File: config.mk
export PLATFORM = sky130hd
export DESIGN_NAME = cam_capture_win_flat
export DESIGN_NICKNAME = d
export VERILOG_FILES = /design/src/rtl/cam_capture_win_if.sv /design/src/rtl/cam_capture_win.sv /design/src/flat_wrapper.sv
export SDC_FILE = /design/constraint.sdc
export NUM_CORES = 1
export LEC_CHECK = 0
export CELL_PAD_IN_SITES_DETAIL_PLACEMENT = 2
export CELL_PAD_IN_SITES_GLOBAL_PLACEMENT = 2
export CORE_MARGIN = 2
export CORE_UTILIZATION = 36
export CTS_CLUSTER_SIZE = 40
export DETAILED_ROUTE_END_ITERATION = 7
export GPL_TIMING_DRIVEN = 1
export HOLD_SLACK_MARGIN = 0.08
export PLACE_DENSITY = 0.81
export SETUP_SLACK_MARGIN = 0.3
export SLEW_MARGIN = 10
export SYNTH_ARGS = -nofsm -noshare
export SYNTH_HDL_FRONTEND = slang
export SYNTH_SLANG_ARGS = --single-unit
File: constraint.sdc
create_clock -name clk -period 3.45 [get_ports clk]
set_clock_uncertainty 0.15 [all_clocks]
set_input_delay 0.69 -clock clk [delete_from_list [all_inputs] [get_ports clk]]
set_output_delay 0.69 -clock clk [all_outputs]
set_load 0.02 [all_outputs]
File: src/rtl/cam_capture_win_if.sv
// Pixel stream produced by the camera capture front end: data plus valid,
// start-of-window and end-of-window markers, with no backpressure.
interface cam_capture_win_if #(
    parameter int DW = 16
);
    logic [DW-1:0] dout;
    logic          dout_vld;
    logic          dout_sop;
    logic          dout_eop;

    modport master (output dout, dout_vld, dout_sop, dout_eop);
    modport slave  (input  dout, dout_vld, dout_sop, dout_eop);
endinterface

File: src/rtl/cam_capture_win.sv
// DVP capture front end: registers the sensor pins, packs BPP bytes per pixel,
// crops a fixed window from each enabled frame and flags malformed lines/frames.
module cam_capture_win #(
    parameter int DW_IN    = 8,
    parameter int BPP      = 2,
    parameter int H_ACTIVE = 640,
    parameter int V_ACTIVE = 480,
    parameter int X_START  = 0,
    parameter int Y_START  = 0,
    parameter int WIN_W    = 640,
    parameter int WIN_H    = 480
) (
    input  logic             clk,
    input  logic             rst_n,
    input  logic             en_capture,
    input  logic             vsync,
    input  logic             href,
    input  logic [DW_IN-1:0] din,
    cam_capture_win_if.master pix,
    output logic             frame_done,
    output logic             line_err,
    output logic             frame_err
);
    localparam int DW_OUT = DW_IN * BPP;
    localparam int XW     = $clog2(H_ACTIVE + 1);
    localparam int YW     = $clog2(V_ACTIVE + 1);

    typedef enum logic {IDLE, CAPTURE} state_t;
    state_t state, state_nxt;

    logic              vsync_r, vsync_rr, href_r, href_rr;
    logic [DW_IN-1:0]  din_r;
    logic              phase, ovf;
    logic [XW-1:0]     x_cnt;
    logic [YW-1:0]     y_cnt;
    logic              vsync_rise, href_fall, start, abort, last_line, in_win;
    logic [31:0]       x_off, y_off;
    logic [DW_OUT-1:0] pix_word;

    assign vsync_rise = vsync_r & ~vsync_rr;
    assign href_fall  = ~href_r & href_rr;
    assign last_line  = (32'(y_cnt) + 32'd1) == 32'(V_ACTIVE);

    // Offsets wrap to huge values below the origin, so one unsigned compare covers both bounds.
    assign x_off  = 32'(x_cnt) - 32'(X_START);
    assign y_off  = 32'(y_cnt) - 32'(Y_START);
    assign in_win = (x_off < 32'(WIN_W)) && (y_off < 32'(WIN_H));

    generate
        if (BPP == 1) begin : g_bpp1
            assign pix_word = din_r;
        end else begin : g_bpp2
            logic [DW_IN-1:0] hi_byte;
            always_ff @(posedge clk) begin
                if (!rst_n)
                    hi_byte <= '0;
                else if (state == CAPTURE && href_r && !phase)
                    hi_byte <= din_r;
            end
            assign pix_word = {hi_byte, din_r};
        end
    endgenerate

    always_ff @(posedge clk) begin
        if (!rst_n)
            state <= IDLE;
        else
            state <= state_nxt;
    end

    always_comb begin
        state_nxt = state;
        start     = 1'b0;
        abort     = 1'b0;
        case (state)
            IDLE: begin
                if (vsync_rise && en_capture) begin
                    state_nxt = CAPTURE;
                    start     = 1'b1;
                end
            end
            CAPTURE: begin
                if (vsync_rise) begin
                    abort = 1'b1;
                    start = en_capture;
                    if (!en_capture)
                        state_nxt = IDLE;
                end else if (href_fall && x_cnt != '0 && last_line) begin
                    state_nxt = IDLE;
                end
            end
            default: state_nxt = IDLE;
        endcase
    end

    always_ff @(posedge clk) begin
        if (!rst_n) begin
            vsync_r      <= 1'b0;
            vsync_rr     <= 1'b0;
            href_r       <= 1'b0;
            href_rr      <= 1'b0;
            din_r        <= '0;
            phase        <= 1'b0;
            ovf          <= 1'b0;
            x_cnt        <= '0;
            y_cnt        <= '0;
            pix.dout     <= '0;
            pix.dout_vld <= 1'b0;
            pix.dout_sop <= 1'b0;
            pix.dout_eop <= 1'b0;
            frame_done   <= 1'b0;
            line_err     <= 1'b0;
            frame_err    <= 1'b0;
        end else begin
            vsync_r      <= vsync;
            vsync_rr     <= vsync_r;
            href_r       <= href;
            href_rr      <= href_r;
            din_r        <= din;
            pix.dout_vld <= 1'b0;
            pix.dout_sop <= 1'b0;
            pix.dout_eop <= 1'b0;
            line_err     <= 1'b0;
            frame_err    <= abort;
            frame_done   <= pix.dout_eop;

            if (start) begin
                x_cnt <= '0;
                y_cnt <= '0;
                phase <= 1'b0;
                ovf   <= 1'b0;
            end else if (state == CAPTURE && !vsync_rise) begin
                if (href_fall) begin
                    if (x_cnt != '0)
                        y_cnt <= y_cnt + YW'(1);
                    x_cnt    <= '0;
                    phase    <= 1'b0;
                    ovf      <= 1'b0;
                    line_err <= (x_cnt != XW'(H_ACTIVE)) || phase || ovf;
                end else if (!href_r) begin
                    phase <= 1'b0;
                end else if (BPP == 2 && !phase) begin
                    phase <= 1'b1;
                end else begin
                    phase <= 1'b0;
                    // Pixels beyond a full line are dropped but remembered for line_err.
                    if (x_cnt == XW'(H_ACTIVE)) begin
                        ovf <= 1'b1;
                    end else begin
                        x_cnt <= x_cnt + XW'(1);
                        if (in_win) begin
                            pix.dout     <= pix_word;
                            pix.dout_vld <= 1'b1;
                            pix.dout_sop <= (x_cnt == XW'(X_START)) && (y_cnt == YW'(Y_START));
                            pix.dout_eop <= (x_cnt == XW'(X_START + WIN_W - 1)) &&
                                            (y_cnt == YW'(Y_START + WIN_H - 1));
                        end
                    end
                end
            end
        end
    end
endmodule
File: src/flat_wrapper.sv
// flat-port wrapper written by rule: the top's interface ports become plain ports
module cam_capture_win_flat 
#(
    parameter int DW_IN    = 8,
    parameter int BPP      = 2,
    parameter int H_ACTIVE = 640,
    parameter int V_ACTIVE = 480,
    parameter int X_START  = 0,
    parameter int Y_START  = 0,
    parameter int WIN_W    = 640,
    parameter int WIN_H    = 480
)
  (clk, rst_n, en_capture, vsync, href, din, frame_done, line_err, frame_err, pix_dout, pix_dout_vld, pix_dout_sop, pix_dout_eop);
  cam_capture_win_if pix_i ();
  input  logic clk;
  input  logic rst_n;
  input  logic en_capture;
  input  logic vsync;
  input  logic href;
  input  logic [DW_IN-1:0] din;
  output logic frame_done;
  output logic line_err;
  output logic frame_err;
  output wire logic [$bits(pix_i.dout)-1:0] pix_dout;
  output wire logic [$bits(pix_i.dout_vld)-1:0] pix_dout_vld;
  output wire logic [$bits(pix_i.dout_sop)-1:0] pix_dout_sop;
  output wire logic [$bits(pix_i.dout_eop)-1:0] pix_dout_eop;
  assign pix_dout = pix_i.dout;
  assign pix_dout_vld = pix_i.dout_vld;
  assign pix_dout_sop = pix_i.dout_sop;
  assign pix_dout_eop = pix_i.dout_eop;
  cam_capture_win #(.DW_IN(DW_IN), .BPP(BPP), .H_ACTIVE(H_ACTIVE), .V_ACTIVE(V_ACTIVE), .X_START(X_START), .Y_START(Y_START), .WIN_W(WIN_W), .WIN_H(WIN_H)) u_core (.clk(clk), .rst_n(rst_n), .en_capture(en_capture), .vsync(vsync), .href(href), .din(din), .pix(pix_i), .frame_done(frame_done), .line_err(line_err), .frame_err(frame_err));
endmodule
==> flow_metrics.py, run 1 <==
metrics = {
    "yosys": {
        "synthArstFlopShare_pct": 0,
        "synth_top_cell_by_area": "dfxtp_1",
        "ys.flop_type": "dfxtp_1",
        "ys_seq_area_share_pct": 45.21,
        "synthTopCellsByArea": "dfxtp_1 (45%), mux2i_1 (5.3%), nand3_1 (4.9%), a21oi_1 (3.9%), and2_1 (3.5%)",
        "yosysMostFrequentCell": "dfxtp_1",
        "synth_top_area_share_pct": 45.21,
        "synth_seq_cells": 64,
        "synth_cells": 314,
        "synth_common_cells": "dfxtp_1 (64), nand3_1 (28), a21oi_1 (22)",
        "syn_area_um2": 2834,
        "synth_edf_count": 0,
        "yosysUniqueCellTypes": 46,
        "synth_nets": 332,
        "avgSynthCellArea_um2": 9.025,
        "yosysWarnings": 0,
    },
    "cells_and_area": {
        "num-nets-final": 362,
        "synthToLayoutAreaGrowth_pct": 22.87,
        "final_area_um2": 3482,
        "fillers": 845,
        "antennaDiodeCount": 0,
        "seq_area_um2": 1281,
        "drive_gt1_share_pct": 10.32,
        "multi_input_area_um2": 1430,
    },
    "routing": {
        "dr.max_layer_used": "met4",
        "wl_met3_um": 218,
        "m1WireLength_um": 4059,
        "wl_met2_um": 4149,
        "viasPerCell": 5.490,
        "vias": 2476,
        "first_pass_iters": 4,
        "drc": 0,
        "wl_per_cell_um": 18.95,
        "drt_iter0_drc": 43,
        "ant_nets": 0,
        "drt-total-wl_um": 8548,
    },
    "timing": {
        "period_needed_ns": 2.389,
        "fmaxAchievable_mhz": 418.5,
        "rsz0062_at_grt": "no",
        "hold_ws_ns": 0.3276,
        "finalSetupTns_ns": 0,
        "setup_viol": 0,
        "worst_pin_slew_ns": 0.9068,
        "period_share_pct": 69.26,
        "slew_violations": 0,
        "maxSlewHeadroom_pct": 39.09,
        "hold_viol_final": 0,
    },
    "run_status": {
        "status": "completed",
    },
    "pwr": {
        "vdd_drop_max_uv": 240.1,
        "powerDensity_nw_per_um2": 446.4,
        "leakagePower_nw": 1.236,
    },
    "floorplan": {
        "io_pins": 35,
        "fp.dieH_um": 92.73,
        "start_util_pct": 36.87,
        "fp.dieW_um": 92.73,
        "core_um2": 7687,
        "dieArea_um2": 8598,
        "fp-row-count": 32,
    },
    "setup_path": {
        "endpoint_kind": "flip-flop",
        "cp_data_arrival_time_ns": 2.51,
        "crit_fanout": 17,
        "cp.required_ns": 3.57,
        "crit_type": "reg -> reg",
        "critPathLaunch": "u_core.x_cnt[2]$_SDFFE_PP0P_",
        "r2r_start": "u_core.x_cnt[2]$_SDFFE_PP0P_",
        "crit_path_start_kind": "flip-flop",
    },
    "placement": {
        "numPortBuffers": 34,
        "placed_cell_area_um2": 3254,
        "gp_routability_congestion": 0.7414,
        "place_hpwl_um": 5749,
    },
    "grt": {
        "grt_max_degree": 20,
        "grtUsageTotal_pct": 21.45,
        "grt_pass1_wl_um": 14120,
        "grt_remaining_overflow": 0,
        "grt_antenna_before_repair": 0,
        "grt_pass1_vias": 2684,
    },
    "clock_tree": {
        "cts_tree": "built",
        "cts_setup_buffers": 0,
        "h-tree-depth": 3,
        "cts_resized": 0,
        "cts_hold_buf": 0,
        "cts.sinks": 64,
        "cts-buffers-inserted": 9,
        "clkLatencyLatePin_ns": 0.36,
        "ctsRootBufferMaster": "clkbuf_8",
        "cts.clk_slew.worst_paths_ns": 0.08,
        "clockBufferDepth": 2,
    },
    "min_path": {
        "hold_class": "reg -> reg",
        "hold_start": "u_core.g_bpp2.hi_byte[5]$_SDFFE_PN0P_",
    },
    "flow_run": {
        "maxCapViolCount": 0,
    },
}
-- path summary, 6_finish.rpt --
| kind | to | slack (ns) | depth (start not counted) |
|---|---|---|---|
| worst max-delay path | u_core.y_cnt[7]$_SDFFE_PP0P_ | 1.06 | 4 |
| worst min-delay path | u_core.pix.dout[13]$_SDFFE_PN0P_ | 0.33 | 2 |
| worst max register to register | u_core.y_cnt[7]$_SDFFE_PP0P_ | 1.06 | 4 |
| worst min register to register | u_core.pix.dout[13]$_SDFFE_PN0P_ | 0.33 | 2 |
-- state kept, by name, indices dropped and copies added, names as in the netlist, 8 cells and up --
| register | count |
|---|---|
| u_core.din_r | 8 |
| u_core.y_cnt | 9 |
| u_core.g_bpp2.hi_byte | 8 |
| u_core.x_cnt | 10 |
| u_core.pix.dout | 16 |
-- area by class of cell --
type,instances,share of cell area [%]
clock inverter,7,2.982
timing repair buffer,40,11.07
clock buffer,9,3.557
multi-input combinational,221,41.07
sequential,64,36.79
tap,102,3.665
inverter,8,0.8624
-- metrics by stage --
| stage | utilization (%) | std cells | power (mW) | setup slack (ns) |
|---|---|---|---|---|
| finish | 45.30 | 451 | 1.554 | 1.061 |
| global route | 45.30 | 451 | 1.610 | 0.8669 |
| CTS | 45.30 | 451 | 1.571 | 1.062 |
| detailed placement | 42.33 | 435 | 0.8270 | 0.9105 |
| global placement | 42.33 | 435 | 0.8229 | 1.014 |
| floorplan | - | 314 | 0.7980 | 1.477 |
-- logic make-up after synthesis --
| logic type | after synthesis | synth area share, % |
|---|---|---|
| AOI/OAI and AO/OA | 67 | 14.83 |
| xor gates and xnor gates | 3 | 0.9273 |
| DFF | 64 | 45.21 |
| muxes | 15 | 5.298 |
| buffers and inverters | 29 | 4.327 |
| and+or+nand+nor | 131 | 27.20 |
| adders and majority gates | 5 | 2.208 |
-- critical path, stage by stage (launching register included) --
cell	delay (ns)
dfxtp_1	0.37
or4_4	0.61
nor4_4	0.78
o31ai_1	0.23
a21oi_2	0.17
-- metal layers --
metal | track usage (%) | up-vias
li1 | - | 1198
met1 | 27.54 | 1233
met2 | 36.19 | 36
met3 | 3.987 | 9
met4 | 7.353 | 0
met5 | 0 | -
-- power breakdown --
group          total, mW  switching (mW)  internal (mW)  leakage [nW]
Combinational     0.0557          0.0303         0.0253         0.603
Sequential         0.755         0.00847          0.747         0.519
Clock              0.744           0.330          0.414         0.114
Total               1.55           0.369           1.19          1.24
-- placed cells by master (no fill, tap or decap), types with 9 or more instances in the layout --
cell / Yosys / layout
nand3_1: 28 / 28
dfxtp_1: 64 / 64
and2_1: 16 / 16
clkdlybuf4s50_1: 0 / 34
mux2i_1: 15 / 15
clkbuf_8: 0 / 9
o21ai_0: 19 / 19
a21oi_1: 22 / 22
nand2_1: 14 / 14
nor2_1: 15 / 15
nand2b_1: 11 / 11
nor4_1: 9 / 9
(Power assumes the default switching activity.)
==> run 2: changes to the inputs <==
Settings changed: CORE_UTILIZATION 36 to 34, PLACE_DENSITY 0.81 to 0.77.
Clock period 3.45 ns to 2.2 ns, I/O delays scaled along.
==> run 2 against run 1 <==
  * Setup slack worse by 0.82 ns
  * Routed wire length is 21% higher
  * Final area is 15% higher
  * Critical path type unchanged
  * Combinational power is 87% higher
  * Largest cell class unchanged
  * Count of clock-buffer cells in the layout is 1 higher
  * Power is 67% higher
==> flow_metrics.py, run 2 (synthesis gave the netlist of run 1 again) <==
metrics = {
    "pwr": {
        "leakagePower_nw": 1.657,
        "powerDensity_nw_per_um2": 648.9,
        "vdd_drop_max_uv": 375.5,
    },
    "grt": {
        "grt_max_degree": 27,
        "grt_pass1_vias": 2687,
        "grt_remaining_overflow": 0,
        "grt_antenna_before_repair": 0,
        "grtUsageTotal_pct": 21.46,
        "grt_pass1_wl_um": 14630,
    },
    "placement": {
        "numPortBuffers": 34,
        "place_hpwl_um": 5721,
        "gp_routability_congestion": 0.7538,
    },
    "clock_tree": {
        "clkLatencyLatePin_ns": 0.35,
        "cts_hold_buf": 0,
        "ctsRootBufferMaster": "clkbuf_8",
        "cts-buffers-inserted": 9,
        "cts.clk_slew.worst_paths_ns": 0.08,
        "cts.sinks": 64,
        "cts_tree": "built",
        "h-tree-depth": 3,
        "clockBufferDepth": 2,
    },
    "floorplan": {
        "fp.dieH_um": 95.30,
        "io_pins": 35,
        "fp-row-count": 33,
        "dieArea_um2": 9081,
        "core_um2": 8134,
        "fp.dieW_um": 95.30,
        "start_util_pct": 34.84,
    },
    "min_path": {
        "hold_class": "reg -> reg",
        "hold_end": "u_core.pix.dout[0]$_SDFFE_PN0P_",
        "hold_start": "u_core.pix.dout[0]$_SDFFE_PN0P_",
        "min_delay_path_depth": 2,
    },
    "timing": {
        "fmaxAchievable_mhz": 510.5,
        "period_share_pct": 89.03,
        "worst_pin_slew_ns": 0.6947,
        "finalSetupTns_ns": 0,
        "rsz0062_at_grt": "yes",
        "slew_violations": 0,
        "hold_viol_final": 0,
        "setup_viol": 0,
        "period_needed_ns": 1.959,
        "maxSlewHeadroom_pct": 53.55,
    },
    "cells_and_area": {
        "largestRegisters": "u_core.pix.dout x16, u_core.x_cnt x10, u_core.y_cnt x9",
        "top_register": "u_core.pix.dout",
        "finalCoreUtilization_pct": 49.16,
        "final_cell_mix": "dfxtp_1 (58), nand3_1 (27), a21oi_1 (21)",
        "antennaDiodeCount": 0,
        "num-nets-final": 385,
        "largest_reg_flops": 16,
        "final_common_cell": "dfxtp_1",
        "synthToLayoutAreaGrowth_pct": 41.10,
        "drive_gt1_share_pct": 24.73,
    },
    "routing": {
        "drt-total-wl_um": 10370,
        "drt_iter0_drc": 61,
        "ant_nets": 0,
        "wl_per_cell_um": 21.74,
        "first_pass_iters": 4,
        "drc": 0,
        "vias": 2678,
        "viasPerCell": 5.614,
    },
    "setup_path": {
        "reg2regPathDepth": 5,
        "cp_data_arrival_time_ns": 2.04,
        "cp.required_ns": 2.28,
        "crit_path_start_kind": "flip-flop",
        "r2r_end": "u_core.x_cnt[6]$_SDFFE_PP0P_",
        "r2r_setup_slack_ns": 0.24,
        "endpoint_kind": "flip-flop",
        "r2r_start": "u_core.x_cnt[3]$_SDFFE_PP0P_",
        "crit_type": "reg -> reg",
        "crit_fanout": 5,
    },
    "flow_run": {
        "maxCapViolCount": 0,
    },
    "run_status": {
        "status": "completed",
    },
}
## run 2: cell count changes in the layout (fill, tap and decap cells not counted), moves of 4 or more
| cell | before | now |
|---|---|---|
| clkdlybuf4s50_1 | 34 | 16 |
| buf_4 | 6 | 20 |
| dlymetal6s2s_1 | 0 | 10 |
| dlygate4sd2_1 | 0 | 8 |
| nor4_1 | 9 | 1 |
| buf_6 | 0 | 6 |
| dfxtp_1 | 64 | 58 |
| nor4_4 | 2 | 8 |
| dfxtp_2 | 0 | 5 |
| o31ai_1 | 7 | 2 |
| o31ai_4 | 0 | 4 |
## run 2: power by group
part	internal, mW	leakage, nW	switching (mW)
logic	0.0500	1.01	0.0542
clock network	0.790	0.123	0.518
registers	1.17	0.522	0.0140
total	2.01	1.66	0.586
## run 2: stage by stage
step,worst slack [ns],area (µm²),std cells,hold WS (ns),power [mW]
after floorplan,0.3438,2834,314,0.2931,1.251
final,0.2413,3999,477,0.3255,2.595
after detailed placement,0.05738,3388,452,0.3221,1.307
after global placement,0.2002,3388,452,0.3131,1.302
after global routing,0.1958,3999,477,0.3496,2.680
after CTS,0.2699,3726,474,0.3309,2.598
## run 2: worst max path at each step
stage	from	to	slack, ns	depth (start not counted)
2_1_floorplan	u_core.x_cnt[2]$_SDFFE_PP0P_	u_core.y_cnt[1]$_SDFFE_PP0P_	0.34	4
3_3_place_gp	rst_n	u_core.pix.dout_eop$_SDFF_PP0_	0.20	4
3_5_place_dp	en_capture	u_core.x_cnt[9]$_SDFFE_PP0P_	0.06	6
4_1_cts	u_core.x_cnt[3]$_SDFFE_PP0P_	u_core.state$_SDFF_PN0_	0.27	5
5_1_grt	u_core.x_cnt[3]$_SDFFE_PP0P_	u_core.x_cnt[6]$_SDFFE_PP0P_	0.20	5
6_report	u_core.x_cnt[3]$_SDFFE_PP0P_	u_core.x_cnt[6]$_SDFFE_PP0P_	0.24	5
## run 2: layer usage
metal  track usage (%)  wire length, µm  vias up
met2             34.92             5176       46
met3             4.190              255       20
met1             28.18             4685     1371
met5                 0                0        -
met4             7.971              252        0
li1                  -                -     1241
## run 2: critical path, cell delays in order (launching register included)
cell	delay, ns
dfxtp_2	0.33
or4_4	0.59
nor4_4	0.36
buf_6	0.21
nor4b_2	0.07
mux2i_1	0.13
## run 2: cell type report
type,count,area (µm²)
fillers,818,4135
clock buffers,10,137.6
clock inverters,6,115.1
multi-input cells,221,1660
repair buffers,63,633.1
well taps,105,131.4
flip-flops and latches,64,1291
inverters,8,30.03
## run 2: timing repair
item,CTS,global route
pin swaps,5,12
setup buffers,5,2
setup endpoints to repair,28,33
cloned,1,1
endpoints found under the hold margin,0,0
resized for setup,22,56
==> run 3: changes to the inputs <==
Settings changed: CORE_UTILIZATION 34 to 29, PLACE_DENSITY 0.77 to 0.67.
==> run 3 against run 2 <==
  * Non-clock buffer count down 1
  * Sequential power about the same
  * Utilization down 9.6 points
  * Die area is 16% higher
  * Final cell count grew 5.7%
  * Flip-flop and latch count stayed put
  * Clock power shrank 27%
  * Fmax increased by 2.6%
  * Count of clock-buffer cells in the layout unchanged
  * Via count decreased by 4.7%
  * Combinational power decreased by 7%
  * Critical endpoint is now u_core.x_cnt[1]$_SDFFE_PP0P_
  * Largest power group is now sequential cells
  * Highest routed layer unchanged
==> flow_metrics.py, run 3 (synthesis gave the netlist of run 1 again) <==
metrics = {
    "run_status": {
        "status": "completed",
    },
    "cells_and_area": {
        "top_register": "u_core.pix.dout",
        "fillers": 1115,
        "final_common_cell": "dfxtp_1",
        "num-nets-final": 384,
        "finalCoreUtilization_pct": 39.59,
        "largest_reg_flops": 16,
        "antennaDiodeCount": 0,
        "final_cell_mix": "dfxtp_1 (57), nand3_1 (26), buf_4 (24)",
        "drive_gt1_share_pct": 23.18,
        "largestRegisters": "u_core.pix.dout x16, u_core.x_cnt x10, u_core.y_cnt x9",
        "synthToLayoutAreaGrowth_pct": 34.66,
    },
    "timing": {
        "worst_pin_slew_ns": 0.4181,
        "setup_slack_ns": 0.2904,
        "slew_violations": 0,
        "maxSlewHeadroom_pct": 71.91,
        "finalSetupTns_ns": 0,
        "rsz0062_at_grt": "yes",
        "fmaxAchievable_mhz": 523.7,
        "period_share_pct": 86.80,
        "period_needed_ns": 1.910,
        "setup_viol": 0,
        "hold_viol_final": 0,
    },
    "flow_run": {
        "maxCapViolCount": 0,
    },
    "grt": {
        "grtUsageTotal_pct": 16.96,
        "grt_pass1_vias": 2631,
        "grt_pass1_wl_um": 13710,
        "grt_antenna_before_repair": 0,
        "grt_remaining_overflow": 0,
        "grt_max_degree": 26,
    },
    "pwr": {
        "vdd_drop_max_uv": 298.7,
        "intPower_mw": 1.662,
        "p_clk_share_pct": 42.6,
        "seqPwrFrac_pct": 53.0,
        "p_switching_mw": 0.5683,
        "p_sw_share_pct": 25.48,
        "powerDensity_nw_per_um2": 584.4,
        "power_frac_comb_pct": 4.3,
        "leakagePower_nw": 1.576,
    },
    "min_path": {
        "hold_start": "u_core.din_r[0]$_SDFF_PN0_",
        "hold_end": "u_core.pix.dout[0]$_SDFFE_PN0P_",
        "min_delay_path_depth": 2,
        "hold_class": "reg -> reg",
    },
    "clock_tree": {
        "clockBufferDepth": 2,
        "cts-buffers-inserted": 9,
        "cts.sinks": 64,
        "h-tree-depth": 3,
        "ctsRootBufferMaster": "clkbuf_8",
        "cts_hold_buf": 0,
        "cts_tree": "built",
        "clkLatencyLatePin_ns": 0.34,
        "cts.clk_slew.worst_paths_ns": 0.08,
    },
    "routing": {
        "drt-total-wl_um": 8814,
        "ant_nets": 0,
        "drt_iter0_drc": 95,
        "vias": 2553,
        "wl_per_cell_um": 17.49,
        "drc": 0,
        "first_pass_iters": 4,
        "viasPerCell": 5.065,
    },
    "setup_path": {
        "endpoint_kind": "flip-flop",
        "crit_type": "reg -> reg",
        "crit_fanout": 5,
        "cp.required_ns": 2.31,
        "reg2regPathDepth": 4,
        "crit_path_start_kind": "flip-flop",
        "r2r_setup_slack_ns": 0.29,
        "r2r_start": "u_core.x_cnt[3]$_SDFFE_PP0P_",
        "cp_data_arrival_time_ns": 2.02,
        "r2r_end": "u_core.x_cnt[1]$_SDFFE_PP0P_",
    },
    "floorplan": {
        "core_um2": 9639,
        "fp.dieH_um": 102.9,
        "dieArea_um2": 10580,
        "io_pins": 35,
        "start_util_pct": 29.40,
        "fp-row-count": 36,
        "fp.dieW_um": 102.9,
    },
    "placement": {
        "place_hpwl_um": 5825,
        "dp_slack_ns": 0.07949,
        "numPortBuffers": 34,
        "gp_routability_congestion": 0.8021,
    },
}
==> run 3: changes by cell type in the layout (fill, tap and decap cells not counted), sizes merged <==
| cell | previous run | this run |
|---|---|---|
| dlygate4sd2 | 8 | 10 |
| clkdlybuf4s50 | 16 | 15 |
| bufinv | 3 | 0 |
| dlymetal6s2s | 10 | 9 |
| clkinv | 1 | 4 |
| buf | 29 | 28 |
==> run 3: power groups by stage <==
stage / sequential, mW / combinational [mW] / clock (mW)
floorplan: 1.20 / 0.0479 / 0
global placement: 1.21 / 0.0915 / 0
detailed placement: 1.21 / 0.0949 / 0
CTS: 1.18 / 0.0962 / 0.986
global route: 1.18 / 0.107 / 1.03
finish: 1.18 / 0.0963 / 0.951
==> run 3: metal layers <==
metal | vias up | part of all wire (%) | GRT usage (%) | wire length (µm)
met1 | 1269 | 48 | 24.05 | 4240
met3 | 6 | 3.1 | 3.254 | 269
li1 | 1237 | - | - | -
met4 | 0 | 0.94 | 5.466 | 83
met5 | - | 0 | 0 | 0
met2 | 41 | 48 | 26.04 | 4221
==> run 3: repair_timing <==
action / in CTS / in global routing
setup endpoints to repair: 30 / 31
resized for setup: 25 / 35
pin swaps: 9 / 5
setup buffers: 4 / 4
gates cloned: 1 / 1
==> run 3: per-stage QoR <==
step / hold slack [ns] / instances / instance area [µm²] / power, mW
CTS: 0.3280 / 499 / 3656 / 2.264
floorplan: 0.2931 / 314 / 2834 / 1.251
detailed placement: 0.3206 / 478 / 3396 / 1.305
global placement: 0.3043 / 478 / 3396 / 1.301
finish: 0.3250 / 504 / 3816 / 2.230
global route: 0.3510 / 504 / 3816 / 2.318
==> run 3: worst max-delay path by stage <==
stage,startpoint,to,slack [ns]
CTS,u_core.x_cnt[3]$_SDFFE_PP0P_,u_core.y_cnt[1]$_SDFFE_PP0P_,0.28
finish,u_core.x_cnt[3]$_SDFFE_PP0P_,u_core.x_cnt[1]$_SDFFE_PP0P_,0.29
global placement,rst_n,u_core.pix.dout_sop$_SDFF_PP0_,0.08
detailed placement,rst_n,u_core.pix.dout_sop$_SDFF_PP0_,0.08
floorplan,u_core.x_cnt[2]$_SDFFE_PP0P_,u_core.y_cnt[1]$_SDFFE_PP0P_,0.34
global route,u_core.x_cnt[3]$_SDFFE_PP0P_,u_core.x_cnt[1]$_SDFFE_PP0P_,0.20
==> run 3: worst max-delay path, stage by stage (launching register included) <==
cell and delay, ns:
dfxtp_4 0.34, or4_4 0.57, nor3_1 0.40, o211ai_1 0.17, a21oi_1 0.19
==> run 3: layout make-up <==
class	count	area [µm²]	share of cell area [%]
timing repair buffer	62	588.1	15.41
clock inverter	6	43.79	1.148
inverter	8	30.03	0.7869
clock buffer	10	137.6	3.607
multi-input combinational	221	1558	40.82
tap	133	166.4	4.361
sequential	64	1292	33.87
